$ cat config.mk
export PLATFORM = sky130hd
export DESIGN_NAME = xs3_serial_adder
export DESIGN_NICKNAME = d
export VERILOG_FILES = /design/src/rtl/xs3_pkg.sv /design/src/rtl/xs3_digit_add.sv /design/src/rtl/xs3_serial_adder.sv
export SDC_FILE = /design/constraint.sdc
export NUM_CORES = 1
export LEC_CHECK = 0
export ABC_AREA = 1
export ABC_CLOCK_PERIOD_IN_PS = 6100
export BUFFER_PORTS_ARGS = -buffer_cell sky130_fd_sc_hd__buf_2
export CORE_MARGIN = 3
export CORE_UTILIZATION = 35
export CTS_CLUSTER_DIAMETER = 200
export CTS_CLUSTER_SIZE = 20
export DETAILED_ROUTE_END_ITERATION = 16
export PLACE_DENSITY = 0.56
export REMOVE_ABC_BUFFERS = 1
export SLEW_MARGIN = 15
export SYNTH_ARGS = -nofsm -noshare
export SYNTH_HDL_FRONTEND = slang
export SYNTH_SLANG_ARGS = --single-unit
export TNS_END_PERCENT = 30
$ cat constraint.sdc
create_clock -name clk -period 6.1 [get_ports clk]
set_input_delay 0.915 -clock clk [delete_from_list [all_inputs] [get_ports clk]]
set_output_delay 0.915 -clock clk [all_outputs]
set_load 0.1 [all_outputs]
$ cat src/rtl/xs3_pkg.sv
// Shared definitions for the digit-serial Excess-3 adder.
//
// Contents:
//   XS3_BIAS         Excess-3 offset (3) added to every decimal digit
//   XS3_MIN/XS3_MAX  legal Excess-3 code range (decimal 0..9)
//   state_e          sequencing states of the serial adder
//   xs3Invalid()     true when a 4-bit code is not a legal Excess-3 digit
package xs3_pkg;

    localparam logic [3:0] XS3_BIAS = 4'b0011;
    localparam logic [3:0] XS3_MIN  = 4'b0011;
    localparam logic [3:0] XS3_MAX  = 4'b1100;

    typedef enum logic [1:0] {
        IDLE  = 2'd0,
        RUN   = 2'd1,
        DRAIN = 2'd2
    } state_e;

    function automatic logic xs3Invalid(input logic [3:0] code);
        return (code < XS3_MIN) || (code > XS3_MAX);
    endfunction

endpackage

$ cat src/rtl/xs3_digit_add.sv
// Single-position Excess-3 digit adder (combinational).
//
// Ports:
//   a, b   operand digits, Excess-3
//   cin    decimal carry from the less-significant position
//   digit  sum digit, Excess-3
//   cout   decimal carry to the more-significant position
module xs3_digit_add
    import xs3_pkg::*;
(
    input  logic [3:0] a,
    input  logic [3:0] b,
    input  logic       cin,
    output logic [3:0] digit,
    output logic       cout
);

    logic [4:0] total;

    // The raw sum carries a double bias (6). A binary carry out means the
    // decimal sum reached 10: the remaining nibble has lost the bias, so it
    // is added back. Otherwise one extra bias is removed by adding its
    // two's complement and dropping the overflow.
    always_comb begin
        total = {1'b0, a} + {1'b0, b} + {4'b0000, cin};
        if (total[4]) begin
            digit = total[3:0] + XS3_BIAS;
        end else begin
            digit = total[3:0] + (~XS3_BIAS + 4'b0001);
        end
        cout = total[4];
    end

endmodule

$ cat src/rtl/xs3_serial_adder.sv
// Digit-serial multi-digit Excess-3 adder.
//
// Accepts one Excess-3 digit pair per cycle, least-significant first, and
// streams the Excess-3 sum digits out through a single output register.
// The decimal carry between positions is held in a register.
//
// Parameters:
//   NDIGITS    digit positions per operation (>= 1)
//
// Ports:
//   clk, rst_n            clock (rising edge), async active-low reset
//   start                 begin an operation (only honoured in IDLE)
//   in_valid/in_ready     input digit-pair handshake
//   a_digit, b_digit      operand digits, Excess-3
//   out_valid/out_ready   output digit handshake
//   sum_digit             sum digit, Excess-3
//   out_last              marks the most-significant sum digit
//   cout                  final decimal carry, only set with out_last
//   busy                  operation in progress (RUN or DRAIN)
//   err                   sticky illegal-digit flag
//
// Build option:
//   XS3_DIGIT_CHECK_EN    when defined, accepted digits outside 0011..1100
//                         set err until the next start; otherwise err is 0.
module xs3_serial_adder
    import xs3_pkg::*;
#(
    parameter int NDIGITS = 4
) (
    input  logic       clk,
    input  logic       rst_n,
    input  logic       start,
    input  logic       in_valid,
    output logic       in_ready,
    input  logic [3:0] a_digit,
    input  logic [3:0] b_digit,
    output logic       out_valid,
    input  logic       out_ready,
    output logic [3:0] sum_digit,
    output logic       out_last,
    output logic       cout,
    output logic       busy,
    output logic       err
);

    localparam int              CW       = $clog2(NDIGITS + 1);
    localparam logic [CW-1:0]   LAST_IDX = CW'(NDIGITS - 1);

    state_e          state_q, state_d;
    logic [CW-1:0]   cnt_q, cnt_d;
    logic            carry_q, carry_d;
    logic [3:0]      sum_q, sum_d;
    logic            last_q, last_d;
    logic            cout_q, cout_d;
    logic            valid_q, valid_d;

    logic            inFire;
    logic            outFire;
    logic            isLast;
    logic [3:0]      addDigit;
    logic            addCout;

    xs3_digit_add u_digit_add (
        .a     (a_digit),
        .b     (b_digit),
        .cin   (carry_q),
        .digit (addDigit),
        .cout  (addCout)
    );

    // A new digit may enter only when the single output slot is empty or
    // is being emptied in the same cycle.
    assign in_ready = (state_q == RUN) && (!valid_q || out_ready);
    assign inFire   = in_valid && in_ready;
    assign outFire  = valid_q && out_ready;
    assign isLast   = (cnt_q == LAST_IDX);

    // An acceptance overrides a drain in the same cycle, so the slot stays
    // full with the new digit.
    always_comb begin
        state_d = state_q;
        cnt_d   = cnt_q;
        carry_d = carry_q;
        sum_d   = sum_q;
        last_d  = last_q;
        cout_d  = cout_q;
        valid_d = valid_q;

        if (outFire) begin
            valid_d = 1'b0;
        end

        case (state_q)
            IDLE: begin
                if (start) begin
                    state_d = RUN;
                    cnt_d   = '0;
                    carry_d = 1'b0;
                end
            end
            RUN: begin
                if (inFire) begin
                    carry_d = addCout;
                    sum_d   = addDigit;
                    last_d  = isLast;
                    cout_d  = isLast && addCout;
                    valid_d = 1'b1;
                    cnt_d   = cnt_q + CW'(1);
                    if (isLast) begin
                        state_d = DRAIN;
                    end
                end
            end
            DRAIN: begin
                if (outFire) begin
                    state_d = IDLE;
                end
            end
            default: begin
                state_d = IDLE;
            end
        endcase
    end

    always_ff @(posedge clk or negedge rst_n) begin
        if (!rst_n) begin
            state_q <= IDLE;
            cnt_q   <= '0;
            carry_q <= 1'b0;
            sum_q   <= 4'b0000;
            last_q  <= 1'b0;
            cout_q  <= 1'b0;
            valid_q <= 1'b0;
        end else begin
            state_q <= state_d;
            cnt_q   <= cnt_d;
            carry_q <= carry_d;
            sum_q   <= sum_d;
            last_q  <= last_d;
            cout_q  <= cout_d;
            valid_q <= valid_d;
        end
    end

`ifdef XS3_DIGIT_CHECK_EN
    logic err_q, err_d;

    // Cleared when an operation starts; set by any illegal accepted digit.
    always_comb begin
        err_d = err_q;
        if ((state_q == IDLE) && start) begin
            err_d = 1'b0;
        end else if (inFire && (xs3Invalid(a_digit) || xs3Invalid(b_digit))) begin
            err_d = 1'b1;
        end
    end

    always_ff @(posedge clk or negedge rst_n) begin
        if (!rst_n) begin
            err_q <= 1'b0;
        end else begin
            err_q <= err_d;
        end
    end

    assign err = err_q;
`else
    assign err = 1'b0;
`endif

    assign out_valid = valid_q;
    assign sum_digit = sum_q;
    assign out_last  = last_q;
    assign cout      = cout_q;
    assign busy      = (state_q != IDLE);

endmodule

==> flow_metrics.py, run 1 <==
metrics = {
    "run_status": {
        "status": "completed",
    },
    "synth": {
        "synth_cell_types": 20,
        "synth_cells": 110,
        "avgSynthCellArea_um2": 8.042,
        "ys.warnings.count": 0,
        "ys_seq_area_share_pct": 36.78,
        "yosys_register_bits": 13,
        "synth_area_um2": 884.6,
    },
    "cts": {
        "post_cts_resized": 0,
        "hold_buffers": 0,
        "clock-sinks": 13,
        "cts_made_buffers": 3,
        "h-tree-depth": 1,
        "cts_tree": "built",
        "cts-root-buf": "clkbuf_4",
        "clk_pin_slew_ns": 0.08,
        "clk_latency_ns": 0.28,
        "cts_buffer_depth": 2,
        "post_cts_buffers": 0,
    },
    "critical_path": {
        "arrival_ns": 3.13,
        "cp_cell_sequence": "buf_2, fa_1, inv_1, fa_1, inv_1, nand2_1, nand2_1, o21ai_0, inv_1, ha_1, nand3_1, nand3_1, nand2_1, nand3_1, nand3_1, nand2_1",
        "critPathRequiredTime_ns": 6.28,
        "worstSetupPathType": "in2reg",
        "cp_max_fo": 4,
        "crit_slowest_cell": "fa_1",
        "worstRegToRegCells": 15,
        "end_kind": "register",
        "r2r_start": "carry_q",
        "slowest_delay_ns": 0.43,
        "r2r_slack_ns": 3.52,
        "r2r_end": "sum_digit[3]",
        "cp-start-kind": "primary input",
    },
    "place": {
        "post-place-ws_ns": 2.831,
        "hpwl_um": 1448,
        "io_buffers": 21,
        "dpl_cell_area_um2": 1010,
        "gp_congestion": 0.8066,
    },
    "min_path": {
        "holdPathEnd": "sum_digit[3]",
        "min_path_type": "reg2reg",
        "worst_hold_path.num_cells": 2,
        "hp-start": "sum_digit[3]",
    },
    "floorplan": {
        "rows": 17,
        "die-area_um2": 3167,
        "start_util_pct": 38.51,
        "core_area_um2": 2297,
        "die-height_um": 56.28,
        "die_width_um": 56.28,
        "ios": 23,
    },
    "timing": {
        "final.min_clock_period_ns": 2.954,
        "final-max-slew-violation-count": 0,
        "worst_pin_slew_ns": 0.5566,
        "finClkSkew_ns": 0.001466,
        "finalCritPeriodShare_pct": 48.43,
        "rsz0062_at_grt": "no",
        "setup_tns_ns": 0,
        "slew_headroom_pct": 62.50,
        "fin_ws_ns": 3.146,
        "hold_viol": 0,
        "setup_viol": 0,
        "fmax_mhz": 338.5,
    },
    "detailed_routing": {
        "num_vias": 765,
        "drt_iter0_markers": 17,
        "firstDrtPassIters": 4,
        "routed_via_density": 4.752,
        "wirelength_um": 1695,
        "ant_nets": 0,
        "wl_per_cell_um": 10.53,
        "drc": 0,
    },
    "global_route": {
        "grt_first_pass_wirelength_um": 2987,
        "grt_max_degree": 15,
        "antenna_found_initial": 0,
        "grtUsageTotal_pct": 11.95,
        "grt_pass1_vias": 743,
        "gr-total-overflow": 0,
    },
    "finish": {
        "fill_cells": 247,
        "final_cell_area_um2": 1036,
        "utilization_pct": 45.10,
        "nets": 157,
        "syn2layout_area_growth_pct": 17.11,
        "drive_gt1_share_pct": 24.81,
        "diodes": 0,
    },
    "flow_run": {
        "max_cap_viol_count": 0,
    },
}
-- synthesized netlist by cell type (all sizes together) --
library cell | instances | area, µm²
or2 | 1 | 6.260
o21ai | 8 | 51.30
dfrtp | 13 | 325.3
xnor2 | 2 | 17.52
buf | 2 | 15.01
nand2 | 37 | 141.4
nand3 | 11 | 72.57
conb | 1 | 3.750
ha | 7 | 87.58
a21oi | 2 | 10.01
fa | 3 | 60.06
nor2 | 8 | 37.54
inv | 15 | 56.31
-- cell type report --
type	instances	area, µm²	area share [%]
clock buffer	4	26.28	2.536
sequential	13	325.3	31.40
tap	28	35.03	3.382
timing repair buffer	21	105.1	10.14
multi-input combinational	80	488.0	47.10
inverter	15	56.30	5.435
-- stage by stage --
stage | hold WS, ns | instances
floorplan | 0.4459 | 108
global placement | 0.4591 | 157
detailed placement | 0.4609 | 157
CTS | 0.4815 | 161
global route | 0.5109 | 161
finish | 0.4768 | 161
-- worst max-delay path: cells and delay by family --
kind                       cells  cell delay [ns]
buffers and inverters          4             0.43
and+or+nand+nor                8             0.58
AOI/OAI and AO/OA              1             0.22
adders and majority gates      3             0.98
-- placed cells by master, fill, tap and decap left out --
master and count:
nand3_4 1, buf_2 21, inv_2 2, dfrtp_1 13, nand2_1 36, xnor2_1 2, or2_1 1, conb_1 1
ha_1 7, a21oi_1 2, clkbuf_4 3, nor2_4 1, nand3_1 9, o21ai_0 1, nand2_2 1, clkbuf_1 1
nor2_1 7, o21ai_2 3, o21ai_1 4, nand3_2 1, fa_1 3, inv_1 13
-- how the worst max path moves through the flow --
stage	start	slack [ns]	end
4_1_cts	a_digit[0]	3.13	sum_digit[3]
6_report	a_digit[0]	3.15	sum_digit[3]
3_3_place_gp	a_digit[0]	2.91	sum_digit[3]
5_1_grt	a_digit[0]	2.84	sum_digit[3]
3_5_place_dp	a_digit[0]	2.83	sum_digit[3]
2_1_floorplan	out_ready	2.78	in_ready
-- registers in the layout, summed over array words and instances (netlist names) --
register and count:
out_valid 1, sum_digit 4, cout 1, out_last 1, state_q 2, carry_q 1, cnt_q 3
-- per-layer routing --
metal	track usage, %	vias up	wire length (µm)
li1	-	391	-
met1	13.30	348	725
met2	21.37	21	835
met3	0.9195	5	80
met4	8.136	0	53
met5	0	-	0
-- cell families (layout without fill, tap and decap cells) --
family / count (synthesis) / count (layout) / share of synthesized area, %
AND/OR/NAND/NOR: 57 / 57 / 29.14
buffers and inverters: 17 / 40 / 8.062
flip-flops: 13 / 13 / 36.77
adder cells (fa/ha/maj): 10 / 10 / 16.69
AO/OA/AOI/OAI: 10 / 10 / 6.931
XOR/XNOR: 2 / 2 / 1.981
other: 1 / 1 / 0.4239
Power of run 1 is left out: the tool's default activity adds up to more than one toggle a clock period on the data nets, which glitch-free logic cannot reach.
==> run 2, diff against run 1 <==
ABC_CLOCK_PERIOD_IN_PS = 2600   (was 6100)
PLACE_DENSITY = 0.58   (was 0.56)
clock period = 2.6 ns   (was 6.1 ns; I/O delays follow)
==> flow_metrics.py, run 2 (same netlist as run 1, synthesis figures left out) <==
metrics = {
    "detailed_routing": {
        "routed_via_density": 4.667,
        "drt_iter0_markers": 19,
        "wl_per_cell_um": 10.47,
        "firstDrtPassIters": 4,
        "wirelength_um": 1727,
        "drc": 0,
        "ant_nets": 0,
        "num_vias": 770,
    },
    "cts": {
        "h-tree-depth": 1,
        "post_cts_buffers": 0,
        "clk_latency_ns": 0.27,
        "cts_made_buffers": 3,
        "cts_buffer_depth": 2,
        "cts-root-buf": "clkbuf_4",
        "cts_tree": "built",
        "clk_pin_slew_ns": 0.08,
        "clock-sinks": 13,
    },
    "global_route": {
        "grt_max_degree": 15,
        "antenna_found_initial": 0,
        "grtUsageTotal_pct": 12.27,
        "gr-total-overflow": 0,
        "grt_pass1_vias": 770,
        "grt_first_pass_wirelength_um": 3146,
    },
    "critical_path": {
        "crit_slowest_cell": "dfrtp_1",
        "critPathRequiredTime_ns": 2.76,
        "cp_top_family": "adder cells",
        "cp_max_fo": 3,
        "cp-start-kind": "register",
        "cp_cell_sequence": "fa_1, inv_1, fa_1, inv_1, nand2_1, nand2_1, o21ai_2, inv_1, buf_4, fa_1, xnor2_1, o21ai_1",
        "worst-path-buf-inv": 4,
        "worstSetupPathType": "reg2reg",
        "slowest_delay_ns": 0.41,
        "arrival_ns": 2.46,
        "end_kind": "register",
    },
    "power": {
        "finalPower_w": 0.001430,
        "leakage_nw": 0.6160,
        "peakVddDrop_v": 0.0006527,
        "powerDensity_nw_per_um2": 1333,
    },
    "finish": {
        "seq_area_um2": 325.3,
        "nets": 161,
        "drive_gt1_share_pct": 27.01,
        "utilization_pct": 46.68,
        "largest_reg_flops": 4,
        "final_cell_mix": "nand2_1 (36), buf_2 (21), inv_1 (13), dfrtp_1 (13), nand3_1 (9)",
        "final_common_cell": "nand2_1",
        "multi_input_area_um2": 491.7,
        "syn2layout_area_growth_pct": 21.22,
        "diodes": 0,
        "fill_cells": 234,
    },
    "timing": {
        "fmax_mhz": 434.2,
        "finalCritPeriodShare_pct": 88.59,
        "rsz0062_at_grt": "no",
        "hold_viol": 0,
        "finClkSkew_ns": 0.005798,
        "setup_tns_ns": 0,
        "setup_viol": 0,
        "final-max-slew-violation-count": 0,
        "final.min_clock_period_ns": 2.303,
    },
    "run_status": {
        "status": "completed",
    },
    "floorplan": {
        "die-height_um": 56.28,
        "die-area_um2": 3167,
        "start_util_pct": 38.51,
        "ios": 23,
        "rows": 17,
        "core_area_um2": 2297,
        "die_width_um": 56.28,
    },
    "place": {
        "hpwl_um": 1427,
        "gp_congestion": 0.7733,
        "io_buffers": 21,
    },
    "min_path": {
        "min_path_type": "in2reg",
    },
    "flow_run": {
        "max_cap_viol_count": 0,
    },
}
## run 2: metal layers
metal,GRT usage (%),part of all wire (%),vias up
met3,2.529,5.8,2
met2,21.04,50,21
met4,6.102,0.81,0
met5,0,0,-
met1,14.39,43,350
li1,-,-,397
## run 2: final timing paths
check | startpoint | end | slack [ns] | depth (start not counted)
setup / recovery | carry_q | sum_digit[2] | 0.30 | 12
hold / removal | start | state_q[0] | 0.38 | 3
setup reg to reg | carry_q | sum_digit[2] | 0.30 | 12
hold reg to reg | sum_digit[3] | sum_digit[3] | 0.49 | 2
max in group asynchronous | rst_n | out_last | 1.84 | 2
min in group asynchronous | rst_n | cout | 0.53 | 2
## run 2: cell type report
type                       instances  area share, %
clock buffer                       4          2.450
inverter                          15          5.251
multi-input combinational         80          45.86
sequential                        13          30.34
tap                               28          3.267
timing repair buffer              25          12.84
## run 2: timing repair
| item | in CTS | in global routing |
|---|---|---|
| hold endpoints to repair | 13 | 0 |
| hold buffers | 1 | 0 |
| endpoints found under the setup margin | 0 | 2 |
| resized for setup | 0 | 2 |
## run 2: tightest hold or removal path: cells and delay by family
kind                   cells  cell delay [ns]
buffers and inverters      1             0.09
and+or+nand+nor            2             0.14
## run 2: power breakdown
| part | switching [W] | internal, W |
|---|---|---|
| clock network | 0.0000635 | 0.0000593 |
| logic | 0.000740 | 0.000224 |
| registers | 0.0000567 | 0.000286 |
| total | 0.000861 | 0.000569 |
## run 2: per-stage QoR
step,cells,hold WS (ns),instance area (µm²),setup WS (ns)
final,165,0.3827,1072,0.2968
after global routing,165,0.3971,1072,0.01943
after CTS,165,0.3759,1069,0.1452
after detailed placement,160,0.2975,1032,-0.008361
after global placement,160,0.2880,1032,0.05402
after floorplan,108,0.09441,869.6,-0.1801
Power figures use the tool's default switching activity.
==> run 3, diff against run 2 <==
CORE_UTILIZATION = 45   (was 35)
PLACE_DENSITY = 0.71   (was 0.58)
SYNTH_HIERARCHICAL = 1   (was default)
==> flow_metrics.py, run 3 <==
metrics = {
    "timing": {
        "final.min_clock_period_ns": 2.275,
        "fmax_mhz": 439.6,
        "setup_viol": 0,
        "fin_ws_ns": 0.3253,
        "finalCritPeriodShare_pct": 87.49,
        "rsz0062_at_grt": "no",
        "finClkSkew_ns": 0.0009817,
        "setup_tns_ns": 0,
        "hold_viol": 0,
        "final-max-slew-violation-count": 0,
    },
    "cts": {
        "clock-sinks": 13,
        "clk_latency_ns": 0.27,
        "clk_pin_slew_ns": 0.07,
        "cts_tree": "built",
        "post_cts_resized": 0,
        "cts_buffer_depth": 2,
        "cts_made_buffers": 3,
        "cts-root-buf": "clkbuf_4",
        "h-tree-depth": 1,
    },
    "finish": {
        "nets": 176,
        "diodes": 0,
        "largest_reg_flops": 4,
        "fill_cells": 199,
        "drive_gt1_share_pct": 22.22,
        "final_common_cell": "nand2_1",
        "final_cell_mix": "nand2_1 (51), buf_2 (21), inv_1 (18), dfrtp_1 (13), nor2_1 (10)",
        "syn2layout_area_growth_pct": 15.22,
    },
    "synth": {
        "async_flop_share_pct": 100.0,
        "yosys_register_bits": 13,
        "synth_cells": 130,
        "synth_cell_types": 23,
        "yosys-top-cells-count": "nand2_1 (51), inv_1 (18), dfrtp_1 (13)",
        "yosys_most_used_dff": "dfrtp_1",
        "synth_area_leaders": "dfrtp_1 (34%), nand2_1 (20%), ha_1 (7.9%), inv_1 (7.1%), fa_1 (6.3%)",
        "synth-edff-count": 0,
        "ys.warnings.count": 6,
        "synth_area_um2": 953.4,
        "synth.most_common_cell": "nand2_1",
        "synth_top_area_share_pct": 34.12,
        "avgSynthCellArea_um2": 7.334,
        "ys_seq_area_share_pct": 34.12,
        "yosys.area.top_type": "dfrtp_1",
    },
    "critical_path": {
        "cp-start-kind": "register",
        "worstSetupPathType": "reg2reg",
        "cp_max_fo": 4,
        "arrival_ns": 2.44,
        "critPathRequiredTime_ns": 2.77,
        "end_kind": "register",
    },
    "floorplan": {
        "ios": 23,
        "die_width_um": 52.03,
        "rows": 16,
        "start_util_pct": 48.11,
        "core_area_um2": 1982,
        "die-area_um2": 2707,
        "die-height_um": 52.03,
    },
    "global_route": {
        "grt_first_pass_wirelength_um": 3042,
        "grt_max_degree": 14,
        "grt_pass1_vias": 764,
        "gr-total-overflow": 0,
        "grtUsageTotal_pct": 15.24,
        "antenna_found_initial": 0,
    },
    "detailed_routing": {
        "num_vias": 811,
        "met3_length_um": 94,
        "routed_via_density": 4.506,
        "wl_per_cell_um": 9.283,
        "wirelength_met1_um": 763,
        "highest_layer": "met4",
        "ant_nets": 0,
        "wirelength_um": 1671,
        "firstDrtPassIters": 4,
        "drt_iter0_markers": 16,
        "drc": 0,
        "wl_met2_um": 803,
    },
    "power": {
        "peakVddDrop_v": 0.0009187,
        "leakage_nw": 0.6708,
        "powerDensity_nw_per_um2": 1200,
    },
    "place": {
        "gp_congestion": 0.7693,
        "hpwl_um": 1387,
        "io_buffers": 21,
        "post-place-ws_ns": 0.1584,
    },
    "flow_run": {
        "max_cap_viol_count": 0,
    },
    "min_path": {
        "min_path_type": "in2reg",
    },
    "run_status": {
        "status": "completed",
    },
}
## run 3: cell count changes in the layout (fill, tap and decap cells not counted), sizes merged
| cell | change |
|---|---|
| a21o | +1 |
| inv | +5 |
| xor2 | +1 |
| buf | -3 |
| nand3 | -5 |
| o21ai | -5 |
| a21oi | +1 |
| ha | -1 |
| nand2 | +17 |
| nor2 | +3 |
| or2 | +2 |
## run 3: power breakdown
group          internal [W]  switching, W  leakage, nW
logic              0.000193      0.000686        0.485
registers          0.000275     0.0000443        0.171
clock network     0.0000594     0.0000604       0.0150
## run 3: final timing paths
path | start | slack (ns) | end | depth (start not counted)
min reg2reg | sum_digit[3] | 0.48 | sum_digit[3] | 2
max in group asynchronous | rst_n | 1.85 | carry_q | 2
min in group asynchronous | rst_n | 0.53 | sum_digit[2] | 2
max reg2reg | carry_q | 0.33 | sum_digit[3] | 14
max | carry_q | 0.33 | sum_digit[3] | 14
min | out_ready | 0.42 | out_valid | 4
## run 3: repair_timing
item / 4_1_cts / 5_1_grt
setup buffers: 0 / 0
hold buffers: 1 / 0
hold endpoints to repair: 13 / 0
## run 3: worst max-delay path, cell delays in order, from the launching register on
cell and delay, ns:
dfrtp_1 0.40, fa_1 0.36, inv_1 0.09, fa_1 0.24
inv_1 0.08, nand3_2 0.09, nand2_2 0.10, ha_1 0.30
a21o_1 0.20, nand2_1 0.07, nand2_1 0.05, nand2_1 0.05
nand2_1 0.05, nand2_1 0.06, nand2_1 0.05
## run 3: area by class of cell
cell class	instances	area (µm²)	area share, %
clock buffers	4	26.28	2.392
repair buffers	22	115.1	10.48
inverters	20	75.07	6.834
well taps	27	33.78	3.075
flip-flops and latches	13	325.3	29.61
multi-input cells	94	523.0	47.61
## run 3: through the flow
stage	power, W	instance area (µm²)	util (%)	instances	hold WS, ns
2_1_floorplan	0.001067	923.4	-	127	0.09441
3_3_place_gp	0.001191	1062	53.60	175	0.2846
3_5_place_dp	0.001211	1062	53.60	175	0.2890
4_1_cts	0.001336	1099	55.43	180	0.4048
5_1_grt	0.001437	1099	55.43	180	0.4288
6_report	0.001318	1099	55.43	180	0.4153
## run 3: logic make-up after synthesis
| kind of cell | share of synthesized area [%] |
|---|---|
| compound gates | 4.724 |
| xor+xnor | 2.756 |
| fa+ha+maj | 14.17 |
| buf+inv | 11.02 |
| flops | 34.12 |
| other cells | 0.3933 |
| simple gates | 32.81 |
## run 3: layer usage
metal	vias to the layer above	GRT usage, %
met3	2	5.158
met1	355	18.53
li1	436	-
met4	0	5.240
met2	18	24.90
met5	-	0
